**src/rtl/ext_bus_arbiter_pkg.sv**
```systemverilog
// ext_bus_arbiter_pkg
// Shared definitions for the external SBA bus arbiter, its interface and the
// address decoder in soc top: bus widths, FSM state encoding and the default
// timeout parameters.
package ext_bus_arbiter_pkg;

  localparam int ADDR_W = 16;
  localparam int DATA_W = 32;
  localparam int WE_W   = 4;

  localparam int                TIMEOUT_CYCLES_DEF = 255;
  localparam logic [DATA_W-1:0] TIMEOUT_DATA_DEF   = 32'hDEAD_BEEF;

  typedef enum logic {
    ST_IDLE = 1'b0,
    ST_BUSY = 1'b1
  } state_e;

endpackage

```
**src/rtl/ext_bus_arbiter_if.sv**
```systemverilog
// ext_bus_arbiter_if
// Bundles the two master ports and the decoder-side port of the SBA bus.
//   master side : i_mX_addr/stb/we/dat_w driven by masters, o_mX_ack/dat_r back
//   slave side  : o_s_addr/stb/we/dat_w to the decoder, i_s_ack/dat_r back
//   status      : o_timeout pulse, o_busy level
// Handshake: a master raises i_mX_stb with stable addr/we/dat_w and holds it
// until o_mX_ack is seen (one-cycle strobe); lowering stb earlier aborts the
// request. Towards the decoder, o_s_stb is the request and i_s_ack completes it
// in the same cycle; i_s_ack may be combinational from o_s_stb.
interface ext_bus_arbiter_if;
  import ext_bus_arbiter_pkg::*;

  logic [ADDR_W-1:0] i_m0_addr,  i_m1_addr;
  logic              i_m0_stb,   i_m1_stb;
  logic [WE_W-1:0]   i_m0_we,    i_m1_we;
  logic [DATA_W-1:0] i_m0_dat_w, i_m1_dat_w;
  logic              o_m0_ack,   o_m1_ack;
  logic [DATA_W-1:0] o_m0_dat_r, o_m1_dat_r;

  logic [ADDR_W-1:0] o_s_addr;
  logic              o_s_stb;
  logic [WE_W-1:0]   o_s_we;
  logic [DATA_W-1:0] o_s_dat_w;
  logic              i_s_ack;
  logic [DATA_W-1:0] i_s_dat_r;

  logic              o_timeout;
  logic              o_busy;

  // Arbiter view.
  modport arb (
    input  i_m0_addr, i_m1_addr, i_m0_stb, i_m1_stb, i_m0_we, i_m1_we,
           i_m0_dat_w, i_m1_dat_w, i_s_ack, i_s_dat_r,
    output o_m0_ack, o_m1_ack, o_m0_dat_r, o_m1_dat_r,
           o_s_addr, o_s_stb, o_s_we, o_s_dat_w, o_timeout, o_busy
  );

  // Requesting masters.
  modport master (
    output i_m0_addr, i_m1_addr, i_m0_stb, i_m1_stb, i_m0_we, i_m1_we,
           i_m0_dat_w, i_m1_dat_w,
    input  o_m0_ack, o_m1_ack, o_m0_dat_r, o_m1_dat_r, o_timeout, o_busy
  );

  // Address decoder / devices.
  modport slave (
    input  o_s_addr, o_s_stb, o_s_we, o_s_dat_w,
    output i_s_ack, i_s_dat_r
  );

endinterface

```
**src/rtl/ext_bus_timeout.sv**
```systemverilog
// ext_bus_timeout
// Transaction watchdog counter.
//   i_clk, i_rst_n : clock, async active-low reset
//   i_clr          : clear the count (has priority over i_en)
//   i_en           : count one stalled BUSY cycle
//   o_expired      : count has reached TIMEOUT_CYCLES-1
module ext_bus_timeout #(
  parameter int TIMEOUT_CYCLES = 255
) (
  input  logic i_clk,
  input  logic i_rst_n,
  input  logic i_clr,
  input  logic i_en,
  output logic o_expired
);

  localparam logic [15:0] LIMIT = 16'(TIMEOUT_CYCLES - 1);

  logic [15:0] cnt_q;

  // Saturates at the limit so a late enable can never wrap the count.
  always_ff @(posedge i_clk or negedge i_rst_n) begin
    if (!i_rst_n) begin
      cnt_q <= '0;
    end else if (i_clr) begin
      cnt_q <= '0;
    end else if (i_en && (cnt_q != LIMIT)) begin
      cnt_q <= cnt_q + 16'd1;
    end
  end

  assign o_expired = (cnt_q == LIMIT);

endmodule

```
**src/rtl/ext_bus_arbiter.sv**
```systemverilog
// ext_bus_arbiter
// Two-master round-robin arbiter for the external SBA bus. The grant is held
// for the whole transaction; a watchdog ends any transaction no device acks.
//   i_clk, i_rst_n : clock, async active-low reset
//   bus            : master ports, decoder port and status (ext_bus_arbiter_if)
//   o_state        : current FSM state, for debug and checkers
module ext_bus_arbiter
  import ext_bus_arbiter_pkg::*;
#(
  parameter int                TIMEOUT_CYCLES = TIMEOUT_CYCLES_DEF,
  parameter logic [DATA_W-1:0] TIMEOUT_DATA   = TIMEOUT_DATA_DEF
) (
  input  logic               i_clk,
  input  logic               i_rst_n,
  ext_bus_arbiter_if.arb     bus,
  output state_e             o_state
);

  state_e state_q;
  logic   owner_q;   // master holding the current grant
  logic   last_q;    // master served by the last completed transaction

  logic              busy;
  logic              own_stb;
  logic [ADDR_W-1:0] own_addr;
  logic [WE_W-1:0]   own_we;
  logic [DATA_W-1:0] own_dat_w;
  logic              expired;
  logic              done_ack;
  logic              done_tmo;
  logic              done;
  logic [DATA_W-1:0] rsp_dat;

  assign busy = (state_q == ST_BUSY);

  always_comb begin
    own_stb   = owner_q ? bus.i_m1_stb   : bus.i_m0_stb;
    own_addr  = owner_q ? bus.i_m1_addr  : bus.i_m0_addr;
    own_we    = owner_q ? bus.i_m1_we    : bus.i_m0_we;
    own_dat_w = owner_q ? bus.i_m1_dat_w : bus.i_m0_dat_w;
  end

  ext_bus_timeout #(
    .TIMEOUT_CYCLES(TIMEOUT_CYCLES)
  ) u_timeout (
    .i_clk    (i_clk),
    .i_rst_n  (i_rst_n),
    .i_clr    (!busy),
    .i_en     (busy),
    .o_expired(expired)
  );

  // A device ack beats an expiry in the same cycle. An owner that has dropped
  // stb has aborted, so neither completion applies.
  assign done_ack = busy && own_stb && bus.i_s_ack;
  assign done_tmo = busy && own_stb && !bus.i_s_ack && expired;
  assign done     = done_ack || done_tmo;
  assign rsp_dat  = done_ack ? bus.i_s_dat_r : TIMEOUT_DATA;

  always_comb begin
    bus.o_s_addr   = busy ? own_addr  : '0;
    bus.o_s_we     = busy ? own_we    : '0;
    bus.o_s_dat_w  = busy ? own_dat_w : '0;
    // The request is withdrawn in the expiry cycle so the decoder sees the
    // transaction end together with the forced ack.
    bus.o_s_stb    = busy && own_stb && !expired;
    bus.o_m0_ack   = done && !owner_q;
    bus.o_m1_ack   = done &&  owner_q;
    bus.o_m0_dat_r = (done && !owner_q) ? rsp_dat : '0;
    bus.o_m1_dat_r = (done &&  owner_q) ? rsp_dat : '0;
    bus.o_timeout  = done_tmo;
    bus.o_busy     = busy;
  end

  assign o_state = state_q;

  // last_q resets to 1 so master 0 wins the first tie.
  always_ff @(posedge i_clk or negedge i_rst_n) begin
    if (!i_rst_n) begin
      state_q <= ST_IDLE;
      owner_q <= 1'b0;
      last_q  <= 1'b1;
    end else begin
      case (state_q)
        ST_IDLE: begin
          if (bus.i_m0_stb || bus.i_m1_stb) begin
            owner_q <= (bus.i_m0_stb && bus.i_m1_stb) ? !last_q : bus.i_m1_stb;
            state_q <= ST_BUSY;
          end
        end
        ST_BUSY: begin
          if (!own_stb) begin
            state_q <= ST_IDLE;
          end else if (done) begin
            last_q  <= owner_q;
            state_q <= ST_IDLE;
          end
        end
        default: state_q <= ST_IDLE;
      endcase
    end
  end

endmodule

```
**src/flat_wrapper.sv**
```systemverilog
// flat-port wrapper written by rule: the top's interface ports become plain ports
module ext_bus_arbiter_flat import ext_bus_arbiter_pkg::*;
#(
  parameter int                TIMEOUT_CYCLES = TIMEOUT_CYCLES_DEF,
  parameter logic [DATA_W-1:0] TIMEOUT_DATA   = TIMEOUT_DATA_DEF
)
  (i_clk, i_rst_n, o_state, bus_i_m0_addr, bus_i_m1_addr, bus_i_m0_stb, bus_i_m1_stb, bus_i_m0_we, bus_i_m1_we, bus_i_m0_dat_w, bus_i_m1_dat_w, bus_i_s_ack, bus_i_s_dat_r, bus_o_m0_ack, bus_o_m1_ack, bus_o_m0_dat_r, bus_o_m1_dat_r, bus_o_s_addr, bus_o_s_stb, bus_o_s_we, bus_o_s_dat_w, bus_o_timeout, bus_o_busy);
  ext_bus_arbiter_if bus_i ();
  input  logic i_clk;
  input  logic i_rst_n;
  output state_e o_state;
  input wire logic [$bits(bus_i.i_m0_addr)-1:0] bus_i_m0_addr;
  input wire logic [$bits(bus_i.i_m1_addr)-1:0] bus_i_m1_addr;
  input wire logic [$bits(bus_i.i_m0_stb)-1:0] bus_i_m0_stb;
  input wire logic [$bits(bus_i.i_m1_stb)-1:0] bus_i_m1_stb;
  input wire logic [$bits(bus_i.i_m0_we)-1:0] bus_i_m0_we;
  input wire logic [$bits(bus_i.i_m1_we)-1:0] bus_i_m1_we;
  input wire logic [$bits(bus_i.i_m0_dat_w)-1:0] bus_i_m0_dat_w;
  input wire logic [$bits(bus_i.i_m1_dat_w)-1:0] bus_i_m1_dat_w;
  input wire logic [$bits(bus_i.i_s_ack)-1:0] bus_i_s_ack;
  input wire logic [$bits(bus_i.i_s_dat_r)-1:0] bus_i_s_dat_r;
  output wire logic [$bits(bus_i.o_m0_ack)-1:0] bus_o_m0_ack;
  output wire logic [$bits(bus_i.o_m1_ack)-1:0] bus_o_m1_ack;
  output wire logic [$bits(bus_i.o_m0_dat_r)-1:0] bus_o_m0_dat_r;
  output wire logic [$bits(bus_i.o_m1_dat_r)-1:0] bus_o_m1_dat_r;
  output wire logic [$bits(bus_i.o_s_addr)-1:0] bus_o_s_addr;
  output wire logic [$bits(bus_i.o_s_stb)-1:0] bus_o_s_stb;
  output wire logic [$bits(bus_i.o_s_we)-1:0] bus_o_s_we;
  output wire logic [$bits(bus_i.o_s_dat_w)-1:0] bus_o_s_dat_w;
  output wire logic [$bits(bus_i.o_timeout)-1:0] bus_o_timeout;
  output wire logic [$bits(bus_i.o_busy)-1:0] bus_o_busy;
  assign bus_i.i_m0_addr = bus_i_m0_addr;
  assign bus_i.i_m1_addr = bus_i_m1_addr;
  assign bus_i.i_m0_stb = bus_i_m0_stb;
  assign bus_i.i_m1_stb = bus_i_m1_stb;
  assign bus_i.i_m0_we = bus_i_m0_we;
  assign bus_i.i_m1_we = bus_i_m1_we;
  assign bus_i.i_m0_dat_w = bus_i_m0_dat_w;
  assign bus_i.i_m1_dat_w = bus_i_m1_dat_w;
  assign bus_i.i_s_ack = bus_i_s_ack;
  assign bus_i.i_s_dat_r = bus_i_s_dat_r;
  assign bus_o_m0_ack = bus_i.o_m0_ack;
  assign bus_o_m1_ack = bus_i.o_m1_ack;
  assign bus_o_m0_dat_r = bus_i.o_m0_dat_r;
  assign bus_o_m1_dat_r = bus_i.o_m1_dat_r;
  assign bus_o_s_addr = bus_i.o_s_addr;
  assign bus_o_s_stb = bus_i.o_s_stb;
  assign bus_o_s_we = bus_i.o_s_we;
  assign bus_o_s_dat_w = bus_i.o_s_dat_w;
  assign bus_o_timeout = bus_i.o_timeout;
  assign bus_o_busy = bus_i.o_busy;
  ext_bus_arbiter #(.TIMEOUT_CYCLES(TIMEOUT_CYCLES), .TIMEOUT_DATA(TIMEOUT_DATA)) u_core (.i_clk(i_clk), .i_rst_n(i_rst_n), .bus(bus_i), .o_state(o_state));
endmodule
```
**config.mk**
```make
export PLATFORM = sky130hd
export DESIGN_NAME = ext_bus_arbiter_flat
export DESIGN_NICKNAME = d
export VERILOG_FILES = /design/src/rtl/ext_bus_arbiter_pkg.sv /design/src/rtl/ext_bus_arbiter_if.sv /design/src/rtl/ext_bus_timeout.sv /design/src/rtl/ext_bus_arbiter.sv /design/src/flat_wrapper.sv
export SDC_FILE = /design/constraint.sdc
export NUM_CORES = 1
export LEC_CHECK = 0
export ABC_AREA = 1
export CORE_AREA = 2 2 101 103
export CTS_CLUSTER_SIZE = 20
export DETAILED_ROUTE_END_ITERATION = 10
export DIE_AREA = 0 0 103 105
export PLACE_DENSITY = 0.87
export SKIP_CTS_REPAIR_TIMING = 1
export SYNTH_ARGS = -nofsm -noshare
export SYNTH_HDL_FRONTEND = slang
export SYNTH_HIERARCHICAL = 1
export SYNTH_SLANG_ARGS = --single-unit
```
**constraint.sdc**
```tcl
create_clock -name i_clk -period 2.5 [get_ports i_clk]
set_input_delay 0.5 -clock i_clk [delete_from_list [all_inputs] [get_ports i_clk]]
set_output_delay 0.5 -clock i_clk [all_outputs]
set_load 0.005 [all_outputs]
```
==> results <==
- The flow ran to the end, but the final reports show violations.
- The final reports fail on negative setup slack.
- The critical-path maximum fanout is 4.
- The critical path data arrival time is 2190 ps.
- The library cell used most frequently in the layout, excluding fill and tap cells, is clkdlybuf4s50_1.
- The worst pin sits at a relative slew slack of 0.583.
- The synthesized-area fraction occupied by ao, oa, aoi and oai cells came to 0.139.
- The met3 usage is 0.111.
- The path type of the worst setup path is flip-flop to output port.
- For the final database, setup skew stands at between 2 and 2.5 ps.
- The actual transition at the worst max-transition pin is roughly 620 ps.
- The smallest clock period supported by the final layout is computed as between 2000 and 3000 ps.
- The synthesized design contains 19 register bits.
- Including well taps, the total number of placed cells is 864.
- The met2 layer usage reported by global route is 0.367.
- The synthesized-area fraction occupied by xor and xnor cells is 0.0205.
- The half-perimeter wire length after placement is 10.7 mm.
- The core region area is 0.00964 mm².
- The total CTS buffers is 3.
- CTS built an H-tree with a depth of 1.
- The pin count of the biggest net entering global routing is 50.
- VDD sags by at most between 0.3 and 0.4 mV.
- Measured along the y axis, the die boundary spans 105 µm.
- For this run, the register share of the synthesized area comes to 0.186.
- No sink is reached through more buffers than the 2 on the longest clock path.
- Of the available clock period, the critical path in the final layout requires 1.07.
- The count of standard-cell rows is 36.
- Dividing total power by cell area gives a power density of around 650 mW/mm².
- The overflow left after global routing is 0.
- TritonCTS built the clock tree.
- The analysis attributes to cell leakage a power of between 3 and 4 nW.
- Setup total negative slack on the finished layout was measured at -4720 ps.
- The floorplan step set the die width to 103 µm.
- The count of pins on the block boundary is 263.
- The clock transition at the registers of the reported paths is ~70 ps.
- The count of nets left with antenna violations once routing finished came out at 0.
- For this run, the post-layout net count is 922.
- The count of yosys warnings during synthesis is 6.
- Compared with the post-synthesis result, the final layout area differs by 144%.
- 0 antenna diodes ended up in the layout.
- The number of nets in the synthesized netlist is 608.
- In the global route stage, met1 resource usage came out at 0.260.
- The number of antenna violations at the first check in global routing is 0.
- The per-cell routed wire length is between 15 and 20 µm.
- The netlist area before placement is 0.00256 mm².
- The logic depth of the worst register-to-register path is 11.
- The kind of launch point of the worst setup path is a flip-flop.
- The final weighted congestion in routability-driven placement is 0.917.
- The number of cells on the worst hold path is 2.
- A synthesized cell averages 5.50 µm².
- Synthesis handed over a netlist of 465 instances.
- Setup violations remaining at the end of the flow were counted as 46.
- The adder-cell share of the synthesized area is 0.00978.
- The number of hold violations in the final report is 0.
- The clock root buffer is clkbuf_8.
- The tool flagged a number of max-cap violations equal to 0.
- After layout, the worst setup slack is -187 ps.
- Based on the critical path, the design can be clocked at up to 0.372 GHz.
- The later pin in the worst-skew pair is clocked with a latency of roughly 250 ps.
- The number of distinct library cell variants in the gate-level netlist after synthesis is 24.
- The finished layout holds 911 standard cells, fillers aside.
- The required time at the worst-slack endpoint is 2000 ps.
- The worst hold path belongs to the class flip-flop to flip-flop.
- After synthesis, the share of cell area in mux cells is 0.
- After detailed routing, the number of remaining DRC violations is 0.
- Buffers placed on the I/O ports in this run total 262.
- The total wire length is ~15 mm.
- Setup repair after global routing could not meet its margin everywhere.
- The first routing iteration left 182 violations.
- Clock tree synthesis found a total of 19 sinks.
- The number of global-route vias before repair is 3,668.
- The ratio of cells with drive above 1 in the final layout is 0.262.
- The peak-usage layer in the global routing report is met2.
- The combinational family with the most area after synthesis is simple AND/OR/NAND/NOR gates.
- The total routing resource utilization after global routing is 0.224.
- For this configuration, the core starts out at a cell density of 0.265.
- The global-route wire length before repair is 19.1 mm.
- The detailed-route via count is 4,318.
- The top cell types in the final layout, fill and taps aside, are clkdlybuf4s50_1, nor2_1, nand2_1.
- The max-slew violation count was 0.
- The first detailed-routing pass ran for 7 iterations.
- The number of vias per cell is 4.74.
- Of the total synthesized cell area, the portion taken by AND, OR, NAND and NOR gates is 0.545.
- The die area is around 0.011 mm².
- The type of destination of the critical path is an output port.
## cell type report
cell class / instances / area, µm²
Sequential cell: 19 / 479
Fill cell: 799 / 3390
Tap cell: 133 / 166
Inverter: 19 / 81.3
Clock buffer: 3 / 41.3
Clock inverter: 1 / 5.00
Timing Repair Buffer: 338 / 3370
Multi-Input combinational cell: 398 / 2110
## layer usage
metal / wire, µm / up-vias
met4: 346 / 0
li1: - / 2089
met5: 0 / -
met3: 1910 / 31
met2: 7500 / 209
met1: 5720 / 1989
## state kept, by name, indices dropped and copies added (netlist names)
name,count
u_core/bus.o_busy,1
u_core/owner_q,1
u_core/last_q,1
u_core/u_timeout/cnt_q,16
## worst paths after layout
kind                                      startpoint                          to  slack (ps)
setup / recovery           u_core/u_timeout/cnt_q[0]          bus_o_m1_dat_r[28]        -190
hold / removal                         u_core/last_q               u_core/last_q         510
setup reg to reg           u_core/u_timeout/cnt_q[1]  u_core/u_timeout/cnt_q[13]         450
hold reg to reg                        u_core/last_q               u_core/last_q         510
max in group asynchronous                    i_rst_n               u_core/last_q        1640
min in group asynchronous                    i_rst_n  u_core/u_timeout/cnt_q[15]         580
## synth_stat cells (all sizes together)
cell type,instances,area [µm²]
dfstp,1,26.3
clkbuf,12,45.0
nor2,220,913
nand4,12,75.1
xor2,5,43.8
buf,17,136
o2111ai,2,52.6
inv,19,73.8
nand2,83,327
ha,2,25.0
dfrtp,18,450
nand3,13,77.6
xnor2,1,8.76
o21ai,59,295
o211ai,1,7.51
## metrics by stage
stage                     hold WS [ps]  area (µm²)  worst slack (ps)  power, mW  utilization
after floorplan                    204        2560               452       1.66            -
after global placement             479        5520              -278       3.46        0.572
after detailed placement           478        5520              -325       3.48        0.572
after CTS                          491        5560              -359       3.72        0.577
after global routing               523        6250              -305       4.37        0.649
final                              514        6250              -187       4.09        0.649
## logic make-up (layout without fill, tap and decap cells)
kind of cell               after synthesis  in the layout
DFF                                     19             19
and+or+nand+nor                        328            328
buffers and inverters                   48            361
AOI/OAI and AO/OA                       62             62
xor gates and xnor gates                 6              6
adders and majority gates                2              2
## worst max-delay path, stage by stage (launching register included)
cell       delay [ps]
dfrtp_1           390
inv_2              80
ha_4              130
nand2_2            40
nor2_1             70
nand2_1            90
nor2_2            130
buf_6             130
o2111ai_4         200
buf_6             180
clkbuf_16         150
buf_8             130
nor2_4             90
buf_2             110
## where the power goes
group	internal, mW	switching (mW)
Sequential	0.355	0.0554
Clock	0.111	0.104
Combinational	1.75	1.71
(Power assumes the default switching activity.)
==> RTL edit 1: new RTL, same flow settings <==
The package constant `WE_W` goes from 4 to 5.
--- a/src/rtl/ext_bus_arbiter_pkg.sv
+++ b/src/rtl/ext_bus_arbiter_pkg.sv
@@ -6,7 +6,7 @@
 
   localparam int ADDR_W = 16;
   localparam int DATA_W = 32;
-  localparam int WE_W   = 4;
+  localparam int WE_W   = 5;
 
   localparam int                TIMEOUT_CYCLES_DEF = 255;
   localparam logic [DATA_W-1:0] TIMEOUT_DATA_DEF   = 32'hDEAD_BEEF;
Interface: changed (resized bus_i_m0_we, bus_i_m1_we and bus_o_s_we); port bits go from 263 to 266. The function was not compared with the original's and may differ.
==> RTL edit 1 against the unedited design <==
The flow still finishes with violations (negative setup slack); fmax decreased by 3.4%; sequential cell count is the same; power grew 8.4%; clock skew grew 0.0020 ns; worst setup slack got worse by 0.096 ns; first-iteration DRC count increased by 120%; area after synthesis is 4.1% higher; critical path depth is 1 lower; cell area rose by 1.9%; cell count is 1.2% higher; routed wire length increased by 12%; non-clock buffer count is 7 higher; largest power group unchanged.
==> RTL edit 1: results (changes against the unedited design) <==
LEAKAGEPOWER_nW=3.35  # +5.5%
FAILED_CHECKS='negative setup slack'
GRT_PASS1_WL_UM=20100  # +4.9%
GP_CONGESTION=0.917  # about the same
SMALLEST_HOLD_SLACK_NS=0.496  # -0.0178 ns
WIRE_PER_INST_UM=18.7  # +10%
WORST-ENDPOINT-ARRIVAL_NS=2.28  # +0.09 ns
WORST_R2R_PATH_DEPTH=12  # +1
DR.FIRST_ITER.DRC_COUNT=407  # +120%
SYNTH.YOSYS.SEQ_AREA_SHARE_PCT=17.9  # -0.74 points
RR_ENDPOINT='u_core/u_timeout/cnt_q[9]'
SETUP_VIOL=46  # unchanged
FINALWORSTSETUPSLACK_NS=-0.283  # -0.0959 ns
WORST-PATH-MAX-FANOUT=6  # +2
REG2REG_FROM='u_core/u_timeout/cnt_q[0]'
WORST_PATH_MOST_REPEATED_CELL='nand2_2'
FIRST_GLOBAL_VIAS=3714  # +1.3%
INSERTION_DELAY_NS=0.28  # +0.03 ns
PLACED_AREA_UM2=5620  # +1.8%
FINCLKSKEW_NS=0.00439  # +0.00203 ns
GRT_MAX_DEGREE=63  # +26%
DRIVE_GT1_SHARE_PCT=24.6  # -1.6 points
AVGSYNTHCELLAREA_UM2=5.69  # +3.4%
DIEAREA_UM2=10800  # unchanged
PLACE.DETAILED.INSTANCES=870  # +0.69%
SYN-NUM-NETS=613  # +0.82%
PORT_BUFFERS=265  # +1.1%
WORST_SLEW_MARGIN_REL_PCT=63.1  # +4.8 points
FINALWIRELENGTH_UM=17300  # +12%
SYNTH.LIB_CELLS_USED.DISTINCT=26  # +8.3%
RUN_STATUS='finished, violations left'
POST_DRT_VIA_CELL_RATIO=4.90  # +3.4%
NETLIST_TOP_CELLS_AREA='nor2_1 28%, dfrtp_1 17%, nand2_1 11%'
DP_WORST_SETUP_SLACK_NS=-0.371  # -0.0459 ns
VDD_IR_DROP_MAX_mV=0.782  # +110%
GRT_ANTENNA_BEFORE_REPAIR=0  # unchanged
DESIGN.FINAL.NETS=935  # +1.4%
P_INT_mW=2.36  # +6.7%
GRT_USAGE_PCT=23.8  # +1.4 points
==> RTL edit 1: changes by cell type after synthesis, moves of 2 or more <==
cell,delta
buf_8,+2
nor2_4,+10
nor2_1,-8
buf_6,-2
buf_2,-2
==> RTL edit 1: area by class of cell <==
type | instances | area (um^2)
inverters | 19 | 78.8
well taps | 133 | 166
multi-input cells | 402 | 2130
repair buffers | 345 | 3470
flip-flops and latches | 19 | 479
fillers | 781 | 3270
clock buffers | 4 | 45.0
==> RTL edit 1: power groups by stage <==
stage / Sequential (mW) / Combinational (mW) / Clock (mW)
floorplan: 0.401 / 1.31 / 0
global placement: 0.418 / 3.09 / 0
detailed placement: 0.423 / 3.10 / 0
CTS: 0.417 / 3.12 / 0.230
global route: 0.413 / 4.01 / 0.247
finish: 0.408 / 3.78 / 0.239
==> RTL edit 1: how the worst max path moves through the flow <==
stage                               from            endpoint  slack [ns]  cells after the start
2_1_floorplan  u_core/u_timeout/cnt_q[0]  bus_o_m1_dat_r[18]        0.45                      9
6_report       u_core/u_timeout/cnt_q[0]  bus_o_m0_dat_r[31]       -0.28                     12
3_3_place_gp                bus_i_m1_stb  bus_o_m1_dat_r[17]       -0.32                      8
3_5_place_dp                bus_i_m1_stb  bus_o_m1_dat_r[17]       -0.37                      8
5_1_grt        u_core/u_timeout/cnt_q[0]  bus_o_m0_dat_r[31]       -0.32                     12
4_1_cts        u_core/u_timeout/cnt_q[0]   bus_o_m0_dat_r[0]       -0.43                     10
==> RTL edit 1: kinds of logic after synthesis <==
logic type / after synthesis / synth area share (%)
and+or+nand+nor: 330 / 55.8
AOI/OAI and AO/OA: 63 / 13.5
buffers and inverters: 48 / 9.82
DFF: 19 / 17.9
xor gates and xnor gates: 6 / 1.97
adders and majority gates: 2 / 0.940
==> RTL edit 1: per-layer routing <==
| metal | wire length (um) | GRT usage [%] | share of wire, % |
|---|---|---|---|
| met5 | 0 | 0 | 0 |
| met4 | 638 | 4.89 | 3.7 |
| met3 | 2440 | 13.5 | 14 |
| met2 | 8090 | 37.1 | 47 |
| met1 | 6120 | 28.4 | 35 |
==> RTL edit 1: worst reg2reg max path, stage by stage, from the launching register on <==
cell and delay, ns:
dfrtp_1 0.39, inv_2 0.09, ha_4 0.13, nand2_2 0.05, nor2_2 0.09, nand2_2 0.10, nor2_4 0.21, buf_4 0.14
buf_4 0.13, nor2_2 0.10, nor2_4 0.32, nand2_1 0.14, nand2_1 0.11
==> RTL edit 2: new RTL, config.mk and constraints unchanged <==
Made on the original files. Reset style: synchronous (`i_rst_n`), changed in 2 clocked blocks. Comments in the files are not updated.
--- a/src/rtl/ext_bus_timeout.sv
+++ b/src/rtl/ext_bus_timeout.sv
@@ -19,7 +19,7 @@
   logic [15:0] cnt_q;
 
   // Saturates at the limit so a late enable can never wrap the count.
-  always_ff @(posedge i_clk or negedge i_rst_n) begin
+  always_ff @(posedge i_clk) begin
     if (!i_rst_n) begin
       cnt_q <= '0;
     end else if (i_clr) begin
--- a/src/rtl/ext_bus_arbiter.sv
+++ b/src/rtl/ext_bus_arbiter.sv
@@ -75,7 +75,7 @@
   assign o_state = state_q;
 
   // last_q resets to 1 so master 0 wins the first tie.
-  always_ff @(posedge i_clk or negedge i_rst_n) begin
+  always_ff @(posedge i_clk) begin
     if (!i_rst_n) begin
       state_q <= ST_IDLE;
       owner_q <= 1'b0;
Check against the original RTL: differs if i_rst_n is asserted again (counterexample within 4 cycles, from zero or initial values and one cycle with i_rst_n low); with i_rst_n held inactive, the same outputs for 10 cycles.
==> RTL edit 2 against the unedited design <==
Fmax shrank 3.6%; clock skew up 0.0071 ns; the flow still finishes with violations (negative setup slack); hold slack lost 0.022 ns; area after synthesis is 2.5% higher; sequential cell count is the same; sequential share of layout area fell by 0.99 points; worst setup slack worse by 0.10 ns; cell area shrank 6.8%; routed wire length decreased by 7.2%.
Power is left out: it rests on default switching activity, and per cell area and clock period it moved more than threefold.
==> RTL edit 2: results (changes against the unedited design) <==
SYNTH_FF_TYPE='dfxtp_1'
WORST_R2R_PATH_DEPTH=5  # -6
RUN_STATUS='finished, violations left'
NUM-FILL-CELLS=847  # +6.0%
SYNTHADDERAREAFRAC_PCT=0.955  # -0.024 points
GRT_MAX_DEGREE=63  # +26%
DRIVE_GT1_SHARE_PCT=19.9  # -6.3 points
SYN-NUM-NETS=614  # +0.99%
NONCLOCKINVERTERCOUNT=32  # +13
SETUP_VIOL=14  # -70%
POST_DRT_VIA_CELL_RATIO=4.64  # -2.1%
FIRST_GLOBAL_VIAS=3576  # -2.5%
FINALWORSTSETUPSLACK_NS=-0.289  # -0.102 ns
RR_ENDPOINT='u_core/u_timeout/cnt_q[2]'
CRITICAL_PATH.ENDPOINT='bus_o_m1_dat_r[18]'
DR.FIRST_ITER.DRC_COUNT=238  # +31%
N_ALL_BUFFERS=306  # -9.5%
POST_SYNTH_XOR_AREA_FRACTION_PCT=2.00  # -0.050 points
FAILED_CHECKS='negative setup slack'
SYNTH-COMPOUND-AREA-SHARE_PCT=14.6  # +0.71 points
WIRE_PER_INST_UM=16.2  # -4.7%
SLACK_OF_THE_WORST_REG_TO_REG_PATH_NS=0.91  # +0.46 ns
SYNTH.LIB_CELLS_USED.DISTINCT=31  # +29%
HOLD_PATH_STARTPOINT='u_core/last_q'
DESIGN.FINAL.NETS=898  # -2.6%
REG2REG_FROM='u_core/bus.o_busy'
END_POINT_OF_THE_MOST_CRITICAL_HOLD_PATH='u_core/last_q'
-- RTL edit 2: through the flow --
| step | cell area, um^2 | setup WS, ns | setup TNS [ns] | std cells |
|---|---|---|---|---|
| after floorplan | 2620 | 0.277 | 0 | 471 |
| after global placement | 5480 | -0.328 | -16.00 | 866 |
| after detailed placement | 5480 | -0.382 | -17.37 | 866 |
| after CTS | 5530 | -0.424 | -23.24 | 870 |
| after global routing | 5830 | -0.410 | -5.34 | 887 |
| final | 5830 | -0.289 | -2.53 | 887 |
-- RTL edit 2: worst max-delay path, cell delays in order, from the launching register on --
cell	delay [ns]
dfxtp_2	0.34
nor4_4	0.26
nand3_1	0.12
nor3_2	0.14
buf_4	0.19
o2111ai_4	0.17
buf_2	0.20
nor2_1	0.09
clkdlybuf4s50_1	0.51
-- RTL edit 2: metal layers --
layer	up-vias	part of all wire [%]	wire length, um	track usage (%)
met1	1864	39	5660	24.8
met2	188	50	7140	39.9
met4	0	1.9	269	4.14
met5	-	0	0	0
met3	24	9.1	1310	5.35
li1	2039	-	-	-
